--- src/rtl/instr_prefetch_queue_if.sv ---
// Memory-fetch and CPU-delivery handshake bundle for instr_prefetch_queue.
// master = the prefetch queue, slave = instruction memory plus CPU fetch stage.
interface instr_prefetch_queue_if;
  logic        mem_req;
  logic [63:0] mem_addr;
  logic        mem_rsp_valid;
  logic [63:0] mem_rsp_data;
  logic [1:0]  mem_rsp_exc;
  logic        instr_valid;
  logic [63:0] instr_data;
  logic [63:0] instr_addr;
  logic [1:0]  instr_exc;
  logic        instr_ready;

  modport master (
    output mem_req, mem_addr,
    input  mem_rsp_valid, mem_rsp_data, mem_rsp_exc,
    output instr_valid, instr_data, instr_addr, instr_exc,
    input  instr_ready
  );

  modport slave (
    input  mem_req, mem_addr,
    output mem_rsp_valid, mem_rsp_data, mem_rsp_exc,
    input  instr_valid, instr_data, instr_addr, instr_exc,
    output instr_ready
  );
endinterface

--- src/rtl/instr_prefetch_queue.sv ---
// Sequential instruction fetcher with an in-order prefetch FIFO. Start/redirect flush the
// queue; responses still in flight at a flush are counted in dropCnt and discarded.
module instr_prefetch_queue #(
  parameter int DEPTH     = 4,
  parameter int MAX_OUTST = 2,
  parameter int INSTR_B   = 8
) (
  input  logic                   clk,
  input  logic                   reset,
  input  logic                   start,
  input  logic [63:0]            start_addr,
  input  logic                   redirect,
  input  logic [63:0]            redirect_addr,
  instr_prefetch_queue_if.master bus,
  output logic                   busy
);
  localparam int AW = $clog2(DEPTH);
  localparam int OW = $clog2(MAX_OUTST + 1);
  localparam int TW = (MAX_OUTST > 1) ? $clog2(MAX_OUTST) : 1;

  typedef enum logic [1:0] {IDLE, FETCH, HALT} stateT;

  stateT         state, stateNext;
  logic [63:0]   fetchPc;
  logic [OW-1:0] outstanding, dropCnt, outNext;
  logic [TW-1:0] tagWr, tagRd;
  logic [AW-1:0] wrPtr, rdPtr;
  logic [AW:0]   count;
  logic [63:0]   tagMem  [MAX_OUTST];
  logic [63:0]   dataMem [DEPTH];
  logic [63:0]   addrMem [DEPTH];
  logic [1:0]    excMem  [DEPTH];

  logic          flush, issue, rspAccept, fifoPush, fifoPop, headValid;
  logic [63:0]   flushAddr;

  function automatic logic [TW-1:0] tagInc(input logic [TW-1:0] p);
    return (int'(p) == MAX_OUTST - 1) ? '0 : p + TW'(1);
  endfunction

  // Issue depends on registers only; a redirect in FETCH may still see its own-cycle request,
  // which is then counted as stale.
  always_comb begin
    headValid = (count != '0);
    flush     = start || (redirect && state != IDLE);
    flushAddr = start ? start_addr : redirect_addr;
    issue     = (state == FETCH) && (int'(outstanding) < MAX_OUTST)
                && (int'(count) + int'(outstanding) < DEPTH);
    rspAccept = bus.mem_rsp_valid && (outstanding != '0);
    fifoPush  = rspAccept && (dropCnt == '0) && !flush;
    fifoPop   = headValid && bus.instr_ready && !flush;
    outNext   = outstanding + OW'(issue) - OW'(rspAccept);
  end

  // NOTE: stateNext gets its default first so every path assigns it and no latch is inferred.
  always_comb begin
    stateNext = state;
    if (flush) begin
      stateNext = FETCH;
    end else if (state == FETCH && fifoPush && bus.mem_rsp_exc != 2'd0) begin
      stateNext = HALT;
    end
  end

  always_ff @(posedge clk or negedge reset) begin
    if (!reset) begin
      state <= IDLE;
    end else begin
      state <= stateNext;
    end
  end

  always_ff @(posedge clk or negedge reset) begin
    if (!reset) begin
      fetchPc     <= '0;
      outstanding <= '0;
      dropCnt     <= '0;
      tagWr       <= '0;
      tagRd       <= '0;
      wrPtr       <= '0;
      rdPtr       <= '0;
      count       <= '0;
    end else begin
      outstanding <= outNext;
      if (issue)     tagWr <= tagInc(tagWr);
      if (rspAccept) tagRd <= tagInc(tagRd);
      if (flush) begin
        // Everything still in flight after this cycle belongs to the old stream.
        fetchPc <= flushAddr;
        dropCnt <= outNext;
        wrPtr   <= '0;
        rdPtr   <= '0;
        count   <= '0;
      end else begin
        if (issue)                        fetchPc <= fetchPc + 64'(INSTR_B);
        if (rspAccept && dropCnt != '0)   dropCnt <= dropCnt - OW'(1);
        if (fifoPush)                     wrPtr   <= wrPtr + AW'(1);
        if (fifoPop)                      rdPtr   <= rdPtr + AW'(1);
        count <= count + (AW+1)'(fifoPush) - (AW+1)'(fifoPop);
      end
    end
  end

  // NOTE: storage arrays are not reset; every read is masked by headValid so stale contents never escape.
  always_ff @(posedge clk) begin
    if (issue) tagMem[tagWr] <= fetchPc;
    if (fifoPush) begin
      dataMem[wrPtr] <= bus.mem_rsp_data;
      addrMem[wrPtr] <= tagMem[tagRd];
      excMem[wrPtr]  <= bus.mem_rsp_exc;
    end
  end

  always_ff @(posedge clk) begin
    if (reset) begin
      assert (!(fifoPush && !fifoPop && int'(count) == DEPTH))
        else $error("prefetch queue overflow");
    end
  end

  assign bus.mem_req     = issue;
  assign bus.mem_addr    = fetchPc;
  assign bus.instr_valid = headValid;
  assign bus.instr_data  = headValid ? dataMem[rdPtr] : '0;
  assign bus.instr_addr  = headValid ? addrMem[rdPtr] : '0;
  assign bus.instr_exc   = headValid ? excMem[rdPtr]  : '0;
  assign busy            = (state != IDLE) || (outstanding != '0);
endmodule
--- src/flat_wrapper.sv ---
// flat-port wrapper written by rule: the top's interface ports become plain ports
module instr_prefetch_queue_flat 
#(
  parameter int DEPTH     = 4,
  parameter int MAX_OUTST = 2,
  parameter int INSTR_B   = 8
)
  (clk, reset, start, start_addr, redirect, redirect_addr, busy, bus_mem_req, bus_mem_addr, bus_mem_rsp_valid, bus_mem_rsp_data, bus_mem_rsp_exc, bus_instr_valid, bus_instr_data, bus_instr_addr, bus_instr_exc, bus_instr_ready);
  instr_prefetch_queue_if bus_i ();
  input  logic clk;
  input  logic reset;
  input  logic start;
  input  logic [63:0] start_addr;
  input  logic redirect;
  input  logic [63:0] redirect_addr;
  output logic busy;
  output wire logic [$bits(bus_i.mem_req)-1:0] bus_mem_req;
  output wire logic [$bits(bus_i.mem_addr)-1:0] bus_mem_addr;
  input wire logic [$bits(bus_i.mem_rsp_valid)-1:0] bus_mem_rsp_valid;
  input wire logic [$bits(bus_i.mem_rsp_data)-1:0] bus_mem_rsp_data;
  input wire logic [$bits(bus_i.mem_rsp_exc)-1:0] bus_mem_rsp_exc;
  output wire logic [$bits(bus_i.instr_valid)-1:0] bus_instr_valid;
  output wire logic [$bits(bus_i.instr_data)-1:0] bus_instr_data;
  output wire logic [$bits(bus_i.instr_addr)-1:0] bus_instr_addr;
  output wire logic [$bits(bus_i.instr_exc)-1:0] bus_instr_exc;
  input wire logic [$bits(bus_i.instr_ready)-1:0] bus_instr_ready;
  assign bus_mem_req = bus_i.mem_req;
  assign bus_mem_addr = bus_i.mem_addr;
  assign bus_i.mem_rsp_valid = bus_mem_rsp_valid;
  assign bus_i.mem_rsp_data = bus_mem_rsp_data;
  assign bus_i.mem_rsp_exc = bus_mem_rsp_exc;
  assign bus_instr_valid = bus_i.instr_valid;
  assign bus_instr_data = bus_i.instr_data;
  assign bus_instr_addr = bus_i.instr_addr;
  assign bus_instr_exc = bus_i.instr_exc;
  assign bus_i.instr_ready = bus_instr_ready;
  instr_prefetch_queue #(.DEPTH(DEPTH), .MAX_OUTST(MAX_OUTST), .INSTR_B(INSTR_B)) u_core (.clk(clk), .reset(reset), .start(start), .start_addr(start_addr), .redirect(redirect), .redirect_addr(redirect_addr), .bus(bus_i), .busy(busy));
endmodule
--- config.mk ---
export PLATFORM = sky130hd
export DESIGN_NAME = instr_prefetch_queue_flat
export DESIGN_NICKNAME = d
export VERILOG_FILES = /design/src/rtl/instr_prefetch_queue_if.sv /design/src/rtl/instr_prefetch_queue.sv /design/src/flat_wrapper.sv
export SDC_FILE = /design/constraint.sdc
export NUM_CORES = 1
export LEC_CHECK = 0
export ABC_AREA = 1
export BUFFER_PORTS_ARGS = -buffer_cell sky130_fd_sc_hd__buf_2
export CORE_UTILIZATION = 40
export CTS_CLUSTER_DIAMETER = 120
export DETAILED_ROUTE_END_ITERATION = 10
export PLACE_DENSITY_LB_ADDON = 0.05
export SLEW_MARGIN = 0
export SYNTH_ARGS = -nofsm -noshare
export SYNTH_HDL_FRONTEND = slang
export SYNTH_SLANG_ARGS = --single-unit
--- constraint.sdc ---
create_clock -name clk -period 9.5 [get_ports clk]
set_clock_uncertainty 0.2 [all_clocks]
set_input_delay 0.95 -clock clk [delete_from_list [all_inputs] [get_ports clk]]
set_output_delay 0.95 -clock clk [all_outputs]
set_load 0.05 [all_outputs]
==> flow_metrics.env, run 1 <==
export IMPL_multi_input_area_sq_um=8640
export IMPL_crit_required_ps=8350
export IMPL_syn_area_per_cell_sq_um=10.8
export IMPL_die_w_microns=280
export IMPL_cpPeakStageDelay_ps=950
export IMPL_cts_root_buf="clkbuf_16"
export IMPL_grt_util_all_layers_pct=22.1
export IMPL_worst_setup_path_start_kind="register"
export IMPL_ir_drop_mv=0.130
export IMPL_io_buffers=396
export IMPL_nFillCells=7152
export IMPL_slowest_stage="inv_6"
export IMPL_globalRoute_totalOverflow=0
export IMPL_synth_enable_flop_cells=648
export IMPL_via_count=21800
export IMPL_netlist_instances=2863
export IMPL_gp_congestion=0.844
export IMPL_internal_power_mw=6.22
export IMPL_worst_slew_pin_slew_ps=1180
export IMPL_grt_setup_unrepaired="false"
export IMPL_seq_area_sq_um=21400
export IMPL_layout_setup_ws_ps=4350
export IMPL_power_density_nw_per_um2=247
export IMPL_crit_chain="inv_6, buf_4, o21ai_0, a21oi_1, buf_2"
export IMPL_critical_path_arrival_ps=4000
export IMPL_slew_headroom_pct=21.2
export IMPL_grt_pass1_wl_microns=131000
export IMPL_start_util_pct=40.6
export IMPL_setup_worst_path_start="u_core.rdPtr[0]$_DFFE_PN0P_"
export IMPL_clockPowerShare_pct=32.7
export IMPL_yosysWarnings=0
export IMPL_post_synth_instance_area_sq_um=31000
export IMPL_detail_route_first_pass_iterations=6
export IMPL_final_area_sq_um=36300
export IMPL_h_tree_depth=3
export IMPL_dr_first_iter_drc_count=1477
export IMPL_hold_path_class="reg -> reg"
export IMPL_leakagePower_nw=13.9
export IMPL_routedWlPerCell_microns=20.5
export IMPL_power_frac_seq_pct=49.3
export IMPL_ant_nets=0
export IMPL_ys_ff_latch=727
export IMPL_synth_async_sr_flop_share_pct=10.9
export IMPL_cts_buffers=77
export IMPL_min_period_ps=5150
export IMPL_viasPerCell=5.06
export IMPL_cts_tree="done"
export IMPL_dp_slack_ps=4670
export IMPL_clock_sinks=727
export IMPL_cts_resized_gates=0
export IMPL_grt_max_degree=176
export IMPL_final_nets=3422
export IMPL_tns_ps=0
export IMPL_hold_viol=0
export IMPL_drv_cap=0
export IMPL_fin_crit_sh_pct=54.2
export IMPL_r2r_start="u_core.state[0]$_DFFE_PN0P_"
export IMPL_drive_gt1_share_pct=17.8
export IMPL_crit_family="buffers and inverters"
export IMPL_num_rows=101
export IMPL_dieHeight_microns=280
export IMPL_clkLatencyLatePin_ps=610
export IMPL_drc=0
export IMPL_path_class="reg -> out"
export IMPL_io_pins=397
export IMPL_antenna_found_initial=1
export IMPL_end_kind="output pin"
export IMPL_combPwrFrac_pct=18.0
export IMPL_clk_pin_slew_ps=60
export IMPL_r2r_slack_ps=5260
export IMPL_max_freq_mhz=194
export IMPL_cp_max_fo=175
export IMPL_slew_violations=0
export IMPL_ys_seq_area_share_pct=69.2
export IMPL_diodes=0
export IMPL_design_core_area_sq_um=76300
export IMPL_ys_flop_type="edfxtp_1"
export IMPL_p_sw_share_pct=30.8
export IMPL_routed_wl_microns=87900
export IMPL_p_switching_mw=2.77
export IMPL_setup_violations=0
export IMPL_synthDistinctLibCells=39
export IMPL_syn_to_final_growth_pct=17.3
export IMPL_hold_start="u_core.bus.mem_addr[2]$_DFFE_PN0P_"
export IMPL_die_area_sq_um=78500
export IMPL_place_area_sq_um=33900
export IMPL_first_global_vias=21400
export IMPL_status="completed"
export IMPL_synth_nets=3075
export IMPL_crit_buf_inv=3
export IMPL_dp_hpwl_microns=53300
export IMPL_clock_path_buffers=3
[metrics by stage]
stage / instances / util (%) / total power, mW / hold slack, ps
floorplan: 2863 / - / 5.47 / 263
global placement: 4160 / 44.4 / 6.11 / 298
detailed placement: 4160 / 44.4 / 6.14 / 297
CTS: 4297 / 47.6 / 9.09 / 310
global route: 4297 / 47.6 / 9.39 / 331
finish: 4297 / 47.6 / 8.99 / 307
[layer usage]
metal	vias to the layer above	GRT usage [%]	share of wire [%]	routed length, microns
met5	-	0	0.014	12
met3	135	3.77	5.6	4930
met1	10500	29.6	44	39000
li1	10500	-	-	-
met2	598	36.8	48	41800
met4	2	6.73	2.5	2210
[sequential cells by signal, indices dropped and copies added, names as in the netlist]
register,flops
u_core.addrMem,256
u_core.dataMem,256
u_core.tagMem,128
u_core.bus.mem_addr,64
u_core.excMem,8
u_core.count,3
u_core.dropCnt,2
u_core.outstanding,2
u_core.rdPtr,2
u_core.state,2
u_core.wrPtr,2
u_core.tagRd,1
u_core.tagWr,1
[cells in the final DEF (no fill, tap or decap), types with 7 or more instances in the layout]
cell type    n
a211oi_1    24
a21oi_1    197
a22oi_1     10
a31oi_1      7
buf_2      395
buf_4       22
bufinv_16    8
clkbuf_1    16
clkbuf_16   79
clkinv_1    18
clkinv_2    15
dfrtp_1     76
edfxtp_1   648
ha_1        11
inv_1       70
nand2_1    468
nand3_1     62
nand4_1     12
nor2_1     724
nor2_4      14
o21ai_0    288
o21bai_1    13
xnor2_1      9
xor2_1      11
[power groups by stage]
stage                     combinational (mW)  clock, mW  sequential (mW)
after floorplan                        0.834          0             4.64
after global placement                  1.61          0             4.50
after detailed placement                1.64          0             4.50
after CTS                               1.64       3.01             4.44
after global routing                    1.79       3.13             4.48
final                                   1.62       2.94             4.44
[what timing repair did]
item,CTS,global route
hold buffers,1,0
endpoints found under the hold margin,14,0
endpoints found under the setup margin,0,0
buffers inserted,0,0
[area by class of cell]
cell class / instances / share of cell area (%)
multi-input combinational: 1904 / 23.8
clock inverter: 41 / 1.07
tap: 1030 / 3.55
timing repair buffer: 422 / 6.14
sequential: 727 / 59.0
clock buffer: 95 / 5.61
inverter: 78 / 0.827
[path summary, 6_finish.rpt]
kind	to	cells past startpoint
min	u_core.tagMem[1][2]$_DFFE_PP_	0
min in group asynchronous	u_core.state[1]$_DFFE_PN0P_	2
max in group asynchronous	u_core.rdPtr[1]$_DFFE_PN0P_	3
max	bus_instr_addr[61]	5
max reg2reg	u_core.bus.mem_addr[6]$_DFFE_PN0P_	13
min reg2reg	u_core.tagMem[1][2]$_DFFE_PP_	0
[logic make-up (layout without fill, tap and decap cells)]
kind of cell | count (synthesis) | in the layout | share of synthesized area [%]
and+or+nand+nor | 1312 | 1312 | 17.0
AOI/OAI and AO/OA | 554 | 554 | 9.45
muxes | 6 | 6 | 0.218
buffers and inverters | 232 | 636 | 3.07
xor gates and xnor gates | 20 | 20 | 0.566
adders and majority gates | 12 | 12 | 0.509
DFF | 727 | 727 | 69.2
[synth_stat cells, types with 2 or more instances]
cell	number	area share, %
a211oi_1	24	0.58
a21oi_1	197	3.2
a22oi_1	10	0.24
a31oi_1	7	0.14
buf_1	28	0.34
buf_2	32	0.52
buf_6	4	0.15
clkbuf_1	89	1.1
dfrtp_1	79	6.4
edfxtp_1	648	63
ha_1	11	0.44
inv_1	73	0.88
inv_2	5	0.061
mux2_2	6	0.22
nand2_1	468	5.7
nand2_2	5	0.10
nand2_4	6	0.22
nand3_1	62	1.0
nand4_1	12	0.24
nor2_1	731	8.9
nor2_2	5	0.10
nor2_4	6	0.22
nor2_8	4	0.26
nor3_1	4	0.065
o211ai_1	6	0.15
o21ai_0	288	4.7
o21ai_1	5	0.081
o21bai_1	13	0.32
o22ai_1	2	0.040
or2_2	6	0.12
xnor2_1	9	0.25
xor2_1	11	0.31
No activity file was read; power rests on OpenSTA's default activity.
==> inputs of run 2 (changes only) <==
- clock period: 9.5 -> 5.1 ns (I/O delays scaled with it)
==> flow_metrics.env, run 2 (synthesis results as in run 1) <==
export IMPL_cts_buffers=79
export IMPL_hold_path_class="in -> reg"
export IMPL_path_class="reg -> out"
export IMPL_globalRoute_totalOverflow=0
export IMPL_power_density_nw_per_um2=455
export IMPL_cp_max_fo=145
export IMPL_cts_root_buf="clkbuf_16"
export IMPL_final_area_sq_um=37500
export IMPL_drv_cap=0
export IMPL_r2r_start="u_core.state[0]$_DFFE_PN0P_"
export IMPL_fin_crit_sh_pct=83.0
export IMPL_power_mw=17.1
export IMPL_antenna_found_initial=0
export IMPL_clk_pin_slew_ps=60
export IMPL_ir_drop_mv=0.255
export IMPL_viasPerCell=5.04
export IMPL_die_w_microns=280
export IMPL_via_count=22100
export IMPL_syn_to_final_growth_pct=21.1
export IMPL_dp_hpwl_microns=55600
export IMPL_routed_wl_microns=89500
export IMPL_max_freq_mhz=236
export IMPL_crit_buf_inv=3
export IMPL_cts_setup_buffers=0
export IMPL_slew_violations=0
export IMPL_status="completed"
export IMPL_highest_layer="met4"
export IMPL_final_cell_mix="nor2_1 (724), edfxtp_1 (648), nand2_1 (468)"
export IMPL_grt_util_all_layers_pct=22.7
export IMPL_tns_ps=0
export IMPL_ant_nets=0
export IMPL_leakagePower_nw=14.4
export IMPL_io_pins=397
export IMPL_place_area_sq_um=34100
export IMPL_worst_setup_path_start_kind="register"
export IMPL_first_global_vias=21900
export IMPL_worst_slew_pin_slew_ps=1460
export IMPL_cpPeakStageDelay_ps=680
export IMPL_crit_family="buffers and inverters"
export IMPL_cts_tree="done"
export IMPL_r2r_slack_ps=1740
export IMPL_drc=0
export IMPL_whs_endpoint="u_core.bus.mem_addr[46]$_DFFE_PN0P_"
export IMPL_r2r_end="u_core.addrMem[1][43]$_DFFE_PP_"
export IMPL_dieHeight_microns=280
export IMPL_start_util_pct=40.6
export IMPL_r2r_cells=9
export IMPL_design_core_area_sq_um=76300
export IMPL_grt_pass1_wl_microns=134000
export IMPL_final_nets=3513
export IMPL_die_area_sq_um=78500
export IMPL_wl_met1_microns=39600
export IMPL_crit_required_ps=4390
export IMPL_detail_route_first_pass_iterations=7
export IMPL_slew_headroom_pct=2.70
export IMPL_slowest_stage="inv_6"
export IMPL_grt_max_degree=236
export IMPL_num_rows=101
export IMPL_reg_top3="u_core.addrMem: 256 flops, u_core.dataMem: 256 flops, u_core.tagMem: 128 flops"
export IMPL_clock_path_buffers=3
export IMPL_grt_setup_unrepaired="false"
export IMPL_h_tree_depth=3
export IMPL_io_buffers=396
export IMPL_critical_path_arrival_ps=3530
export IMPL_cts_resized_gates=0
export IMPL_dr_wl_met3_microns=4400
export IMPL_end_kind="output pin"
export IMPL_hold_start="start_addr[46]"
export IMPL_clock_sinks=727
export IMPL_clkLatencyLatePin_ps=620
export IMPL_dr_wl_met2_microns=43500
export IMPL_hold_viol=0
export IMPL_diodes=0
export IMPL_holdWs_ps=29.3
export IMPL_dr_first_iter_drc_count=1493
export IMPL_setup_violations=0
export IMPL_gp_congestion=0.908
export IMPL_min_period_ps=4240
export IMPL_layout_commonest_cell="nor2_1"
export IMPL_drive_gt1_share_pct=17.6
export IMPL_crit_chain="inv_6, buf_4, o21ai_0, a21oi_1, buf_2"
export IMPL_fin_util_pct=49.1
export IMPL_routedWlPerCell_microns=20.4
export IMPL_hold_depth=3
## run 2: changes by cell type in the layout (fill, tap and decap cells not counted)
cell           previous run  this run
inv_8                     0         1
dlygate4sd3_1             1        81
clkbuf_8                  0         1
buf_12                    4        17
clkinv_1                 18        20
clkbuf_1                 16        20
buf_4                    22        18
inv_16                    0         1
clkbuf_16                79        83
clkinv_2                 15         9
## run 2: layer usage
layer | up-vias | GRT usage, %
li1 | 10700 | -
met1 | 10700 | 30.6
met2 | 591 | 38.0
met3 | 107 | 3.27
met4 | 0 | 6.57
met5 | - | 0
## run 2: area by class of cell
class	count	area (sq um)
Fill cell	7004	38800
Inverter	78	300
Multi-Input combinational cell	1904	8640
Clock inverter	39	397
Clock buffer	104	2170
Sequential cell	727	21400
Timing Repair Buffer	511	3260
Tap cell	1030	1290
## run 2: worst max-delay path by stage
stage | start | depth (start not counted) | slack (ps) | end
2_1_floorplan | redirect | 7 | -50 | u_core.addrMem[0][0]$_DFFE_PP_
3_3_place_gp | u_core.rdPtr[0]$_DFFE_PN0P_ | 5 | 1530 | bus_instr_addr[24]
3_5_place_dp | u_core.rdPtr[0]$_DFFE_PN0P_ | 5 | 1490 | bus_instr_addr[26]
5_1_grt | u_core.rdPtr[0]$_DFFE_PN0P_ | 5 | 670 | bus_instr_addr[25]
6_report | u_core.rdPtr[0]$_DFFE_PN0P_ | 5 | 860 | bus_instr_addr[26]
4_1_cts | u_core.rdPtr[0]$_DFFE_PN0P_ | 5 | 830 | bus_instr_addr[26]
## run 2: where the power goes
group          switching [mW]  internal, mW  total (mW)
combinational            2.39         0.732        3.12
clock                    2.30          3.39        5.69
sequential              0.569          7.67        8.24
## run 2: stage by stage
step | cells | worst slack [ps]
finish | 4393 | 865
global route | 4393 | 673
CTS | 4393 | 834
detailed placement | 4169 | 1490
global placement | 4169 | 1530
floorplan | 2863 | -49.4
## run 2: worst reg2reg max path, cell delays in order (launching register included)
cell and delay [ps]:
dfrtp_1 410, o21ai_2 150, buf_4 310, inv_2 90, nor2_4 100, inv_2 320
nor2_2 300, inv_1 230, nor2_4 600, buf_12 320
## run 2: timing repair
item,in CTS,in global routing
endpoints found under the setup margin,0,0
hold buffers,81,0
hold endpoints to repair,314,0
==> inputs of run 3 (changes only) <==
- clock period: 5.1 -> 3.65 ns (I/O delays scaled with it)
==> flow_metrics.env, run 3 (synthesis results as in run 1) <==
export IMPL_tns_ps=0
export IMPL_cts_buffers=79
export IMPL_clk_pin_slew_ps=60
export IMPL_hold_viol=0
export IMPL_hold_depth=5
export IMPL_end_kind="output pin"
export IMPL_leakagePower_nw=14.9
export IMPL_path_depth=6
export IMPL_io_buffers=396
export IMPL_max_freq_mhz=303
export IMPL_hold_path_class="in -> reg"
export IMPL_grt_util_all_layers_pct=22.8
export IMPL_ant_nets=0
export IMPL_power_density_nw_per_um2=616
export IMPL_final_nets=3626
export IMPL_routed_wl_microns=89900
export IMPL_antenna_found_initial=0
export IMPL_crit_family="buffers and inverters"
export IMPL_slowest_stage="dfrtp_4"
export IMPL_diodes=0
export IMPL_dr_first_iter_drc_count=1476
export IMPL_detail_route_first_pass_iterations=5
export IMPL_drive_gt1_share_pct=18.1
export IMPL_design_core_area_sq_um=76300
export IMPL_crit_path_frequent_cell="nor2_1"
export IMPL_via_count=22500
export IMPL_path_class="reg -> out"
export IMPL_viasPerCell=4.99
export IMPL_die_area_sq_um=78500
export IMPL_gp_congestion=0.892
export IMPL_critical_path_arrival_ps=2740
export IMPL_cp_max_fo=133
export IMPL_io_pins=397
export IMPL_fin_crit_sh_pct=90.5
export IMPL_dp_hpwl_microns=57800
export IMPL_crit_chain="buf_12, nor2_1, nor2_1, o21ai_0, a21oi_1, buf_2"
export IMPL_cpPeakStageDelay_ps=570
export IMPL_start_util_pct=40.6
export IMPL_worst_setup_path_start_kind="register"
export IMPL_clock_path_buffers=3
export IMPL_worst_slew_pin_slew_ps=955
export IMPL_drc=0
export IMPL_holdWs_ps=23.7
export IMPL_slew_headroom_pct=36.3
export IMPL_crit_buf_inv=2
export IMPL_final_cell_mix="nor2_1 (724), edfxtp_1 (648), nand2_1 (468)"
export IMPL_syn_to_final_growth_pct=24.5
export IMPL_r2r_cells=11
export IMPL_nFillCells=7025
export IMPL_num_rows=101
export IMPL_globalRoute_totalOverflow=0
export IMPL_cts_root_buf="clkbuf_16"
export IMPL_grt_pass1_wl_microns=135000
export IMPL_h_tree_depth=3
export IMPL_cts_tree="done"
export IMPL_clkLatencyLatePin_ps=630
export IMPL_grt_max_degree=134
export IMPL_routedWlPerCell_microns=20.0
export IMPL_ir_drop_mv=0.404
export IMPL_grt_setup_unrepaired="false"
export IMPL_drv_cap=0
export IMPL_reg_top3="u_core.addrMem: 256 flops, u_core.dataMem: 256 flops, u_core.tagMem: 128 flops"
export IMPL_crit_required_ps=3080
export IMPL_clock_sinks=727
export IMPL_die_w_microns=280
export IMPL_slew_violations=0
export IMPL_status="completed"
export IMPL_min_period_ps=3300
export IMPL_dieHeight_microns=280
export IMPL_setup_violations=0
export IMPL_layout_commonest_cell="nor2_1"
export IMPL_first_global_vias=22500
run 3: where the power goes:
| group | total [mW] | internal [mW] | switching (mW) |
|---|---|---|---|
| combinational | 4.65 | 1.26 | 3.38 |
| sequential | 11.5 | 10.7 | 0.805 |
| clock | 7.55 | 4.35 | 3.21 |
run 3: repair_timing:
item,in CTS,in global routing
hold buffers,160,0
hold endpoints to repair,380,0
buffers inserted,0,0
gates resized for setup,0,0
run 3: worst paths after layout:
| path | startpoint | to | slack [ps] |
|---|---|---|---|
| setup reg to reg | u_core.state[0]$_DFFE_PN0P_ | u_core.bus.mem_addr[6]$_DFFE_PN0P_ | 410 |
| min in group asynchronous | reset | u_core.state[0]$_DFFE_PN0P_ | 220 |
| hold reg to reg | u_core.bus.mem_addr[0]$_DFFE_PN0P_ | u_core.tagMem[1][0]$_DFFE_PP_ | 340 |
| max in group asynchronous | reset | u_core.bus.mem_addr[33]$_DFFE_PN0P_ | 2230 |
| setup / recovery | u_core.rdPtr[0]$_DFFE_PN0P_ | bus_instr_addr[16] | 350 |
| hold / removal | redirect_addr[58] | u_core.bus.mem_addr[58]$_DFFE_PN0P_ | 20 |
run 3: cell type report:
class | instances | area (sq um) | area share, %
flip-flops and latches | 727 | 21400 | 55.6
multi-input cells | 1904 | 8640 | 22.4
repair buffers | 624 | 4430 | 11.5
clock buffers | 107 | 2100 | 5.46
well taps | 1030 | 1290 | 3.34
clock inverters | 37 | 333 | 0.863
inverters | 78 | 300 | 0.779
run 3: through the flow:
step           instance area [sq um]  total power [mW]  instances  util [%]  setup slack, ps
2_1_floorplan                  31000              14.2       2863         -            -1440
3_3_place_gp                   34500              16.1       4203      45.2              629
3_5_place_dp                   34500              16.2       4203      45.2              609
4_1_cts                        38500              24.0       4507      50.5              282
5_1_grt                        38500              24.8       4507      50.5              154
6_report                       38500              23.7       4507      50.5              346
run 3: layer usage:
| metal | up-vias | wire length (microns) | track usage [%] |
|---|---|---|---|
| met3 | 97 | 4810 | 3.87 |
| met1 | 10800 | 40500 | 30.9 |
| met5 | - | 0 | 0 |
| li1 | 11000 | - | - |
| met2 | 594 | 43100 | 37.9 |
| met4 | 0 | 1540 | 5.98 |
run 3: worst min-delay path: stages:
cell and delay, ps:
buf_2 80, nand2_1 50, nor2_1 90, a211oi_1 60
a21oi_1 140
